===== src/rtl/counter_sequencer_pkg.sv =====
// Shared state encoding and command op-codes for the counter sequencer.
package counter_sequencer_pkg;

    typedef enum logic [2:0] {
        ST_IDLE  = 3'd0,
        ST_CLEAR = 3'd1,
        ST_RUN   = 3'd2,
        ST_PAUSE = 3'd3,
        ST_DONE  = 3'd4
    } state_t;

    localparam logic [1:0] OP_START  = 2'd0;
    localparam logic [1:0] OP_PAUSE  = 2'd1;
    localparam logic [1:0] OP_RESUME = 2'd2;
    localparam logic [1:0] OP_ABORT  = 2'd3;

endpackage


===== src/rtl/counter_sequencer.sv =====
// Sequences an external up-counter: start/pause/resume/abort via a valid/ready
// command port, one-shot or auto-reload, with done pulse and saturating wrap count.
//
// state | meaning
// IDLE  | counter held cleared, waiting for START
// CLEAR | one-cycle counter clear before counting
// RUN   | counting towards limit_q
// PAUSE | count frozen, waiting for RESUME
// DONE  | one-shot finished, count held
module counter_sequencer
    import counter_sequencer_pkg::*;
#(
    parameter int WIDTH = 4,
    parameter int WRAPW = 8
) (
    input  logic             clk,
    input  logic             reset,
    input  logic             cmd_valid,
    output logic             cmd_ready,
    input  logic [1:0]       cmd_op,
    input  logic [WIDTH-1:0] cmd_limit,
    input  logic             cmd_reload,
    input  logic [WIDTH-1:0] cnt_value,
    output logic             cnt_en,
    output logic             cnt_clr,
    output logic             busy,
    output logic             done,
    output logic [WRAPW-1:0] wrap_count,
    output logic [2:0]       state_dbg
);

    localparam logic [WRAPW-1:0] WRAP_MAX = '1;

    state_t           state;
    logic [WIDTH-1:0] limit_q;
    logic             reload_q;

    logic fire;
    logic match;
    logic do_start;
    logic do_pause;
    logic do_resume;
    logic do_abort;
    logic run_cmd;

    assign cmd_ready = (state != ST_CLEAR);
    assign fire      = cmd_valid & cmd_ready;
    // >= so a counter overrun externally still terminates the period
    assign match     = (cnt_value >= limit_q);

    assign do_start  = fire && (cmd_op == OP_START);
    assign do_pause  = fire && (cmd_op == OP_PAUSE)  && (state == ST_RUN);
    assign do_resume = fire && (cmd_op == OP_RESUME) && (state == ST_PAUSE);
    assign do_abort  = fire && (cmd_op == OP_ABORT)  && (state != ST_IDLE);
    assign run_cmd   = (state == ST_RUN) && (do_start || do_pause || do_abort);

    assign busy      = (state == ST_CLEAR) || (state == ST_RUN) || (state == ST_PAUSE);
    assign state_dbg = state;

    always_comb begin
        cnt_en  = 1'b0;
        cnt_clr = 1'b0;
        case (state)
            ST_IDLE, ST_CLEAR: cnt_clr = 1'b1;
            ST_RUN: begin
                if (!run_cmd) begin
                    if (!match)        cnt_en  = 1'b1;
                    else if (reload_q) cnt_clr = 1'b1;
                end
            end
            default: ;
        endcase
    end

    always_ff @(posedge clk) begin
        if (!reset) begin
            state      <= ST_IDLE;
            limit_q    <= '0;
            reload_q   <= 1'b0;
            done       <= 1'b0;
            wrap_count <= '0;
        end else begin
            done <= 1'b0;
            if (do_start) begin
                limit_q    <= cmd_limit;
                reload_q   <= cmd_reload;
                wrap_count <= '0;
                state      <= ST_CLEAR;
            end else if (do_abort) begin
                state <= ST_IDLE;
            end else if (do_pause) begin
                state <= ST_PAUSE;
            end else if (do_resume) begin
                state <= ST_RUN;
            end else begin
                case (state)
                    ST_CLEAR: state <= ST_RUN;
                    ST_RUN: begin
                        if (match) begin
                            if (reload_q) begin
                                if (wrap_count != WRAP_MAX)
                                    wrap_count <= wrap_count + WRAPW'(1);
                            end else begin
                                state <= ST_DONE;
                                done  <= 1'b1;
                            end
                        end
                    end
                    default: ;
                endcase
            end
        end
    end

endmodule


===== config.mk =====
export PLATFORM = sky130hd
export DESIGN_NAME = counter_sequencer
export DESIGN_NICKNAME = d
export VERILOG_FILES = /design/src/rtl/counter_sequencer_pkg.sv /design/src/rtl/counter_sequencer.sv
export SDC_FILE = /design/constraint.sdc
export NUM_CORES = 1
export LEC_CHECK = 0
export ABC_AREA = 1
export CORE_ASPECT_RATIO = 1.25
export CORE_MARGIN = 4
export CORE_UTILIZATION = 50
export CTS_BUF_LIST = sky130_fd_sc_hd__clkbuf_8
export DETAILED_ROUTE_END_ITERATION = 12
export PLACE_DENSITY = 0.82
export SYNTH_ARGS = -nofsm -noshare
export SYNTH_HDL_FRONTEND = slang
export SYNTH_SLANG_ARGS = --single-unit

===== constraint.sdc =====
create_clock -name clk -period 2.12 [get_ports clk]
set_clock_uncertainty 0.05 [all_clocks]
set_input_delay 0.212 -clock clk [delete_from_list [all_inputs] [get_ports clk]]
set_output_delay 0.212 -clock clk [all_outputs]
set_load 0.03 [all_outputs]

Word level (Yosys, flattened, before mapping)
Cells that the tools add are included.

operators by class
  bitwise operators = 7
  $add $sub $neg = 1
  reduce and logical (&&, ||, !) cells = 27
  eq/ne operators = 14
  order comparisons = 1
  muxes and demuxes = 15

operators by type and width
  kind                                            count
  != test 6 bit (second input constant)           2
  two-way mux 1 bit                               9
  AND reduction 3 bit                             3
  adder 8 x 1 -> 8 bit (second input constant)    1
  logical AND 1 bit                               8
  != test 4 bit (second input constant)           2
  != test 8 bit (second input constant)           1
  AND reduction 7 bit                             1
  OR reduction 7 bit                              1
  == test 3 x 2 -> 1 bit (second input constant)  2
  two-way mux 3 bit                               2
  inverter 1 bit                                  6
  case mux 3 bit (2 select lines)                 1
  nonzero test 6 bit                              1
  OR reduction 5 bit                              1
  == test 2 bit (second input constant)           2
  greater-or-equal comparator 4 bit               1
  logical OR 1 bit                                4
  two-way mux 2 bit                               2
  != test 2 bit (second input constant)           2
  nonzero test 4 bit                              1
  OR reduction 2 bit                              2
  == test 3 x 1 -> 1 bit (second input constant)  1
  logical NOT 3 bit                               1
  8 further kinds                                 8

storage, ports and cells
  input port bits = 14
  logic and storage cells = 72
  output and inout port bits = 16
  register bits = 17

Logic depth before layout (Yosys ltp)
Gate-level depths: netlist of run 1.

  word-level depth = 9
  gate-level depth with buffers = 12
  mapped depth without buffers = 12

Worst setup path after synthesis of run 1
OpenSTA, ideal clock, no wires.

  kind = register to output
  from = register state[2] (netlist: state_dbg[2])
  to = output port cnt_en
  path slack = 0.076 ns
  arrival = 1.782 ns
  buffers on the path = 0
  stages on the path, launching flop included = 7
  required time = 1.858 ns
  cell sequence = dfxtp_1 > inv_1 > nand3_2 > nor2_2 > o21ai_1 > nand2_1 > nor3_1

between the ends
  cells in the longest elaborated chain, start to end = 9
  elaborated cells between the ends (all ways) = 14
  those cells by class = eq/ne: 2; mux: 2; bitwise: 1; reduce/logical: 9

ends and longest elaborated chain
  element                         line                     text
  start, declared                 counter_sequencer.sv:34  state_t state;
  start signal, assigned          counter_sequencer.sv:77  state <= ST_IDLE;
  start signal, assigned          counter_sequencer.sv:88  state <= ST_CLEAR;
  start signal, assigned          counter_sequencer.sv:90  state <= ST_IDLE;
  != test 3 x 1 -> 1 bit          counter_sequencer.sv:46  assign cmd_ready = (state != ST_CLEAR);
  bitwise AND 1 bit               counter_sequencer.sv:47  assign fire = cmd_valid & cmd_ready;
  logical AND 1 bit (2 in a row)  counter_sequencer.sv:52  assign do_pause = fire && (cmd_op == OP_PAUSE) && (state == ST_RUN);
  logical OR 1 bit (2 in a row)   counter_sequencer.sv:55  assign run_cmd = (state == ST_RUN) && (do_start || do_pause || do_abort);
  logical AND 1 bit               counter_sequencer.sv:55
  two-way mux 1 bit               counter_sequencer.sv:66  if (!run_cmd) begin
  two-way mux 1 bit *             counter_sequencer.sv:63  case (state)
  end, declared                   counter_sequencer.sv:24  output logic cnt_en,

Every way passes the cells marked *; elsewhere a longest branch is shown, timed or not.

Final worst setup path of run 1
  from = input port cnt_value[3]
  to = output port cnt_en

between the ends
  cells in the longest elaborated chain, start to end = 4

ends and longest elaborated chain
  element                            line                     text
  start, declared                    counter_sequencer.sv:23  input logic [WIDTH-1:0] cnt_value,
  greater-or-equal comparator 4 bit  counter_sequencer.sv:49  assign match = (cnt_value >= limit_q);
  two-way mux 1 bit                  counter_sequencer.sv:67  if (!match) cnt_en = 1'b1;
  two-way mux 1 bit                  counter_sequencer.sv:66
  two-way mux 1 bit                  counter_sequencer.sv:63

No other way between the ends.

==> results of run 1 <==
==> worst reg2reg max path, cell delays in order (launching register included) <==
cell and delay, ns:
dfxtp_1 0.32, inv_1 0.06, ha_1 0.31, nand2_1 0.06, inv_1 0.05, nand2_1 0.05, nand3_1 0.09, buf_4 0.13
nand2_1 0.13, nor2_4 0.25, nand3_1 0.11, a21oi_1 0.15
==> final timing paths <==
kind / start / endpoint
setup / recovery: cnt_value[3] / cnt_en
setup reg to reg: limit_q[3] / wrap_count[2]
hold reg to reg: limit_q[2] / limit_q[2]
hold / removal: limit_q[2] / limit_q[2]
==> final cells by class <==
type                    instances  area (um2)
multi-input cells             122       700.7
clock inverters                 1       5.005
well taps                      31       38.79
clock buffers                   3       41.29
inverters                      26       97.59
flip-flops and latches         17       340.3
fillers                       193       591.8
repair buffers                 41       371.6
==> per-stage QoR <==
stage	total power [mW]	worst slack (ns)	hold slack, ns	instances
after floorplan	0.8701	0.07569	0.2827	165
after global placement	1.131	-0.1580	0.3996	237
after detailed placement	1.149	-0.1997	0.4075	237
after CTS	1.377	0.04016	0.4168	241
after global routing	1.453	0.03470	0.4459	241
final	1.361	0.1487	0.4157	241
==> repair_timing <==
item,in CTS,in global routing
gates resized for setup,2,3
endpoints found under the setup margin,2,2
setup buffers,0,0
==> cells by family (layout without fill, tap and decap cells) <==
kind of cell / count (synthesis) / count (layout) / synth area share (%)
AOI/OAI and AO/OA: 24 / 24 / 12.14
xor gates and xnor gates: 5 / 5 / 3.863
adders and majority gates: 5 / 5 / 5.519
buffers and inverters: 26 / 71 / 8.610
DFF: 17 / 17 / 30.02
and+or+nand+nor: 88 / 88 / 39.85
==> synth_stat cells, types with 2 or more instances <==
library cell / instances / area, um2
nor2_1: 10 / 37.54
xor2_1: 4 / 35.03
dfxtp_1: 17 / 340.3
nor2_2: 3 / 18.77
nor3_2: 2 / 20.02
nand2_1: 38 / 142.6
inv_1: 21 / 78.83
inv_2: 5 / 18.77
a21oi_1: 16 / 80.08
ha_1: 5 / 62.56
nand4_1: 2 / 12.51
o21ai_0: 4 / 20.02
nand2_2: 5 / 31.28
nor2_4: 3 / 33.78
nand2_4: 2 / 22.52
nor3_1: 2 / 10.01
nand3_1: 16 / 80.08
==> flip-flops by register name, summed over array words and instances (netlist names) <==
register / count
limit_q: 4
done: 1
wrap_count: 8
state_dbg: 3
reload_q: 1
==> layer usage <==
layer  GRT usage, %  wire [um]  vias up  share of wire [%]
li1               -          -      626                  -
met3          4.358        122        5                4.4
met1          20.24       1097      542                 40
met2          40.30       1507       28                 54
met5              0          0        -                  0
met4          8.462         43        0                1.6
==> power by group <==
part	leakage [nW]	internal, mW	switching [mW]
sequential	0.138	0.352	0.0436
clock	0.0255	0.130	0.109
combinational	0.554	0.293	0.432
total	0.717	0.776	0.585
==> flow_summary.toml, run 1 <==
[routing]
vias = 1201
wirelength_um = 2771
drt_iter0_drc = 13
post_drt_wl_per_cell_um = 11.50
ant_nets = 0
via_per_inst = 4.983
dr.pass1.iters = 4
drc_errors = 0

[global_route]
antenna_found_initial = 0
grtUsageTotal_pct = 20.20
grt_pass1_vias = 1215
grt-ovfl-total = 0
grt_pass1_wl_um = 4809
grt_max_degree = 11

[die]
die_x_um = 50.59
coreArea_mm2 = 0.002187
die-area_mm2 = 0.003098
io_pins = 30
die_y_um = 61.24
core.rowCount = 19
initial_core_util_pct = 51.83

[worst_setup_path]
crit_chain = "clkdlybuf4s50_1, ha_1, a21oi_1, nand3_1, buf_4, nor3_2, buf_4"
arrival_ns = 1.71
crit_type = "primary input to output port"
cp_num_cells = 7
reg2reg_depth = 11
slowest_delay_ns = 0.41
worst-path-buf-inv = 3
cp_top_family = "buffers and inverters"
cp-start-kind = "primary input"
path_common_cell = "buf_4"
slowest_stage = "clkdlybuf4s50_1"
path_max_fanout = 3
cp-end-kind = "output port"
rrSetupSlack_ns = 0.32
worstPathRequired_ns = 1.86

[clock_network]
insertion_delay_ns = 0.25
cts.path.max_buffers = 2
cts.clk_slew.worst_paths_ns = 0.07
clock-sinks = 17
root_buffer = "clkbuf_8"
h-tree-depth = 1
cts_tree = "done"
cts_made_buffers = 3
ctsHoldBuffers = 0

[cells_and_area]
final_common_cell = "nand2_1"
diodes = 0
area_delta_synth_final_pct = 40.73
final_util_pct = 72.94
fin_area_mm2 = 0.001595
drive_above_1_share_pct = 20.95
layout_common_cells = "nand2_1, clkdlybuf4s50_1, inv_1"
fin_nets = 230

[yosys]
synthesis.area_mm2 = 0.001134
yosysUniqueCellTypes = 27
yosysWarnings = 0
synth_ff_type = "dfxtp_1"
synth-async-reset-ratio_pct = 0
synth_seq_area_share_pct = 30.02
synth_cells = 165
ys_ff_latch = 17
avgSynthCellArea_um2 = 6.870
synth-edff-count = 0
syn_nets = 184

[pwr]
power_density_mw_per_mm2 = 853.1
peakVddDrop_uv = 968.0
p_leak_nw = 0.7168

[worst_hold_path]
hold_depth = 2
worstHoldPathType = "flop to flop"

[sta]
finalHoldViolCount = 0
period_share_pct = 92.98
period_minus_slack_ns = 1.971
relSlewSlack_pct = 72.19
rsz0062_at_grt = "false"
tightest_slew_ns = 0.4140
setup-tns-final_ns = 0
maxSlewViolCount = 0
max_freq_mhz = 507.3
setup_viol = 0

[outcome]
status = "finished clean"

[placement]
port_buffers = 29
place_area_mm2 = 0.001550
hpwl_um = 2339
globalplace.congestion = 0.8347

[job]
maxCapViolations = 0
(Power assumes the default switching activity.)
==> run 2, diff against run 1 <==
--- a/config.mk
+++ b/config.mk
@@ -8,10 +8,11 @@
 export ABC_AREA = 1
 export CORE_ASPECT_RATIO = 1.25
 export CORE_MARGIN = 4
-export CORE_UTILIZATION = 50
+export CORE_UTILIZATION = 45
 export CTS_BUF_LIST = sky130_fd_sc_hd__clkbuf_8
 export DETAILED_ROUTE_END_ITERATION = 12
-export PLACE_DENSITY = 0.82
+export PLACE_DENSITY = 0.75
+export SETUP_SLACK_MARGIN = 0.4
 export SYNTH_ARGS = -nofsm -noshare
 export SYNTH_HDL_FRONTEND = slang
 export SYNTH_SLANG_ARGS = --single-unit
==> constraint.sdc (replaced) <==
create_clock -name clk -period 2.12 [get_ports clk]
set_clock_uncertainty 0.05 [all_clocks]
set_input_delay 0.636 -clock clk [delete_from_list [all_inputs] [get_ports clk]]
set_output_delay 0.636 -clock clk [all_outputs]
set_load 0.03 [all_outputs]
==> flow_summary.toml, run 2 (synthesized netlist as in run 1, its figures left out) <==
[worst_setup_path]
timing.rr.end = "wrap_count[7]"
cp-end-kind = "flop"
crit_chain = "buf_6, inv_2, ha_4, nand4_1, nand3_4, buf_6, buf_6, buf_6, buf_6, buf_6, buf_6, buf_6, nand2_8, nor2_4, nand2_4, nand2_2, a21oi_2"
worst-path-buf-inv = 9
rrSetupSlack_ns = -0.15
arrival_ns = 2.48
reg2reg_depth = 18
cp-start-kind = "primary input"
slowest_stage = "ha_4"
path_max_fanout = 7
worstPathRequired_ns = 2.26
path_common_cell = "buf_6"
r2r_start = "limit_q[1]"
crit_type = "primary input to flop"
cp_num_cells = 17
cp_top_family = "buffers and inverters"
slowest_delay_ns = 0.19

[cells_and_area]
area_delta_synth_final_pct = 91.06
final_util_pct = 89.23
layout_common_cells = "buf_4, buf_6, nand2_2, nand2_1, inv_1"
largest_register_ffs = 8
fin_cells = 272
fin_nets = 259
drive_above_1_share_pct = 61.51
diodes = 0
final_common_cell = "buf_4"
fin_area_mm2 = 0.002166
top_register = "wrap_count"

[sta]
finalHoldViolCount = 0
setup-tns-final_ns = -2.303
rsz0062_at_grt = "true"
setup_viol = 14
setup_slack_ns = -0.2224
maxSlewViolCount = 0
period_share_pct = 110.5
relSlewSlack_pct = 67.13
max_freq_mhz = 426.9
tightest_slew_ns = 0.4893
period_minus_slack_ns = 2.342

[placement]
globalplace.congestion = 0.9240
port_buffers = 29
dp.cells = 254
hpwl_um = 2605
place_area_mm2 = 0.001765

[global_route]
grt_max_degree = 10
antenna_found_initial = 0
grt_pass1_vias = 1539
grtUsageTotal_pct = 26.51
grt-ovfl-total = 0
grt_pass1_wl_um = 6755

[routing]
via_per_inst = 5.309
ant_nets = 0
post_drt_wl_per_cell_um = 16.42
drt_iter0_drc = 34
drc_errors = 0
wirelength_um = 4466
dr.pass1.iters = 5
vias = 1444

[pwr]
p_total_mw = 1.897
p_leak_nw = 0.9323
power_density_mw_per_mm2 = 875.8
peakVddDrop_uv = 587.6

[outcome]
violations = "negative setup slack"
status = "finished, violations left"

[worst_hold_path]
hold_depth = 2
hold_path.startpoint = "wrap_count[4]"
hold_end = "wrap_count[4]"
worstHoldPathType = "flop to flop"

[clock_network]
insertion_delay_ns = 0.25
cts.path.max_buffers = 2
cts.clk_slew.worst_paths_ns = 0.06
cts_tree = "done"
clock-sinks = 17
ctsHoldBuffers = 0
root_buffer = "clkbuf_8"
cts_made_buffers = 3
h-tree-depth = 1

[die]
die_y_um = 64.12
initial_core_util_pct = 46.70
coreArea_mm2 = 0.002427
die_x_um = 52.89
core.rowCount = 20
die-area_mm2 = 0.003391
io_pins = 30

[job]
maxCapViolations = 0
## run 2: cell count changes in the layout (fill, tap and decap cells not counted), moves of 5 or more
cell             change
a21oi_2              +9
nand2_2             +13
buf_4               +16
clkdlybuf4s50_1     -20
inv_1                -5
nand2_4              +6
nand2_1             -20
a21oi_1             -10
buf_6               +20
nand3_1              -5
## run 2: report_power, final
group	switching [mW]	internal, mW
Sequential	0.0564	0.366
Clock	0.109	0.129
Combinational	0.658	0.579
## run 2: layout make-up
class | count | area (um2)
flip-flops and latches | 17 | 352.8
repair buffers | 69 | 603.1
well taps | 33 | 41.29
clock buffers | 3 | 41.29
inverters | 26 | 102.6
clock inverters | 1 | 3.754
multi-input cells | 123 | 1021
fillers | 109 | 261.5
## run 2: worst reg2reg max path: stages (launching register included)
cell and delay [ns]:
dfxtp_1 0.32, inv_1 0.08, ha_4 0.25, nand2_2 0.06, nand2_2 0.05, nand2_2 0.07, nand3_4 0.07, buf_6 0.13
buf_6 0.11, buf_6 0.10, buf_6 0.11, buf_6 0.10, buf_6 0.10, buf_6 0.12, nand2_8 0.08, nor2_4 0.04
nand2_4 0.15, nand2_2 0.08, a21oi_2 0.13
## run 2: worst max-delay path by stage
stage	to	slack, ns	from
2_1_floorplan	cnt_en	0.03	cnt_value[1]
3_3_place_gp	cnt_clr	-0.99	cmd_op[0]
3_5_place_dp	cnt_clr	-1.06	cmd_op[0]
4_1_cts	cnt_en	-0.28	cnt_value[3]
5_1_grt	wrap_count[7]	-0.30	cnt_value[0]
6_report	wrap_count[7]	-0.22	cnt_value[0]
## run 2: routing by layer
layer / track usage, % / vias to the layer above / wire, um
li1: - / 688 / -
met1: 25.90 / 691 / 1667
met2: 49.53 / 50 / 2475
met3: 5.361 / 15 / 181
met4: 14.06 / 0 / 142
met5: 0 / - / 0
## run 2: through the flow
stage	worst slack [ns]	hold slack (ns)
3_5_place_dp	-1.064	0.4390
5_1_grt	-0.3002	0.4745
3_3_place_gp	-0.9916	0.4251
4_1_cts	-0.2754	0.4490
2_1_floorplan	0.02792	0.4251
6_report	-0.2224	0.4511
## run 2: repair_timing
action | CTS | global route
setup endpoints to repair | 31 | 22
pin swaps | 22 | 27
cloned | 1 | 0
gates resized for setup | 111 | 55
buffers inserted | 8 | 5
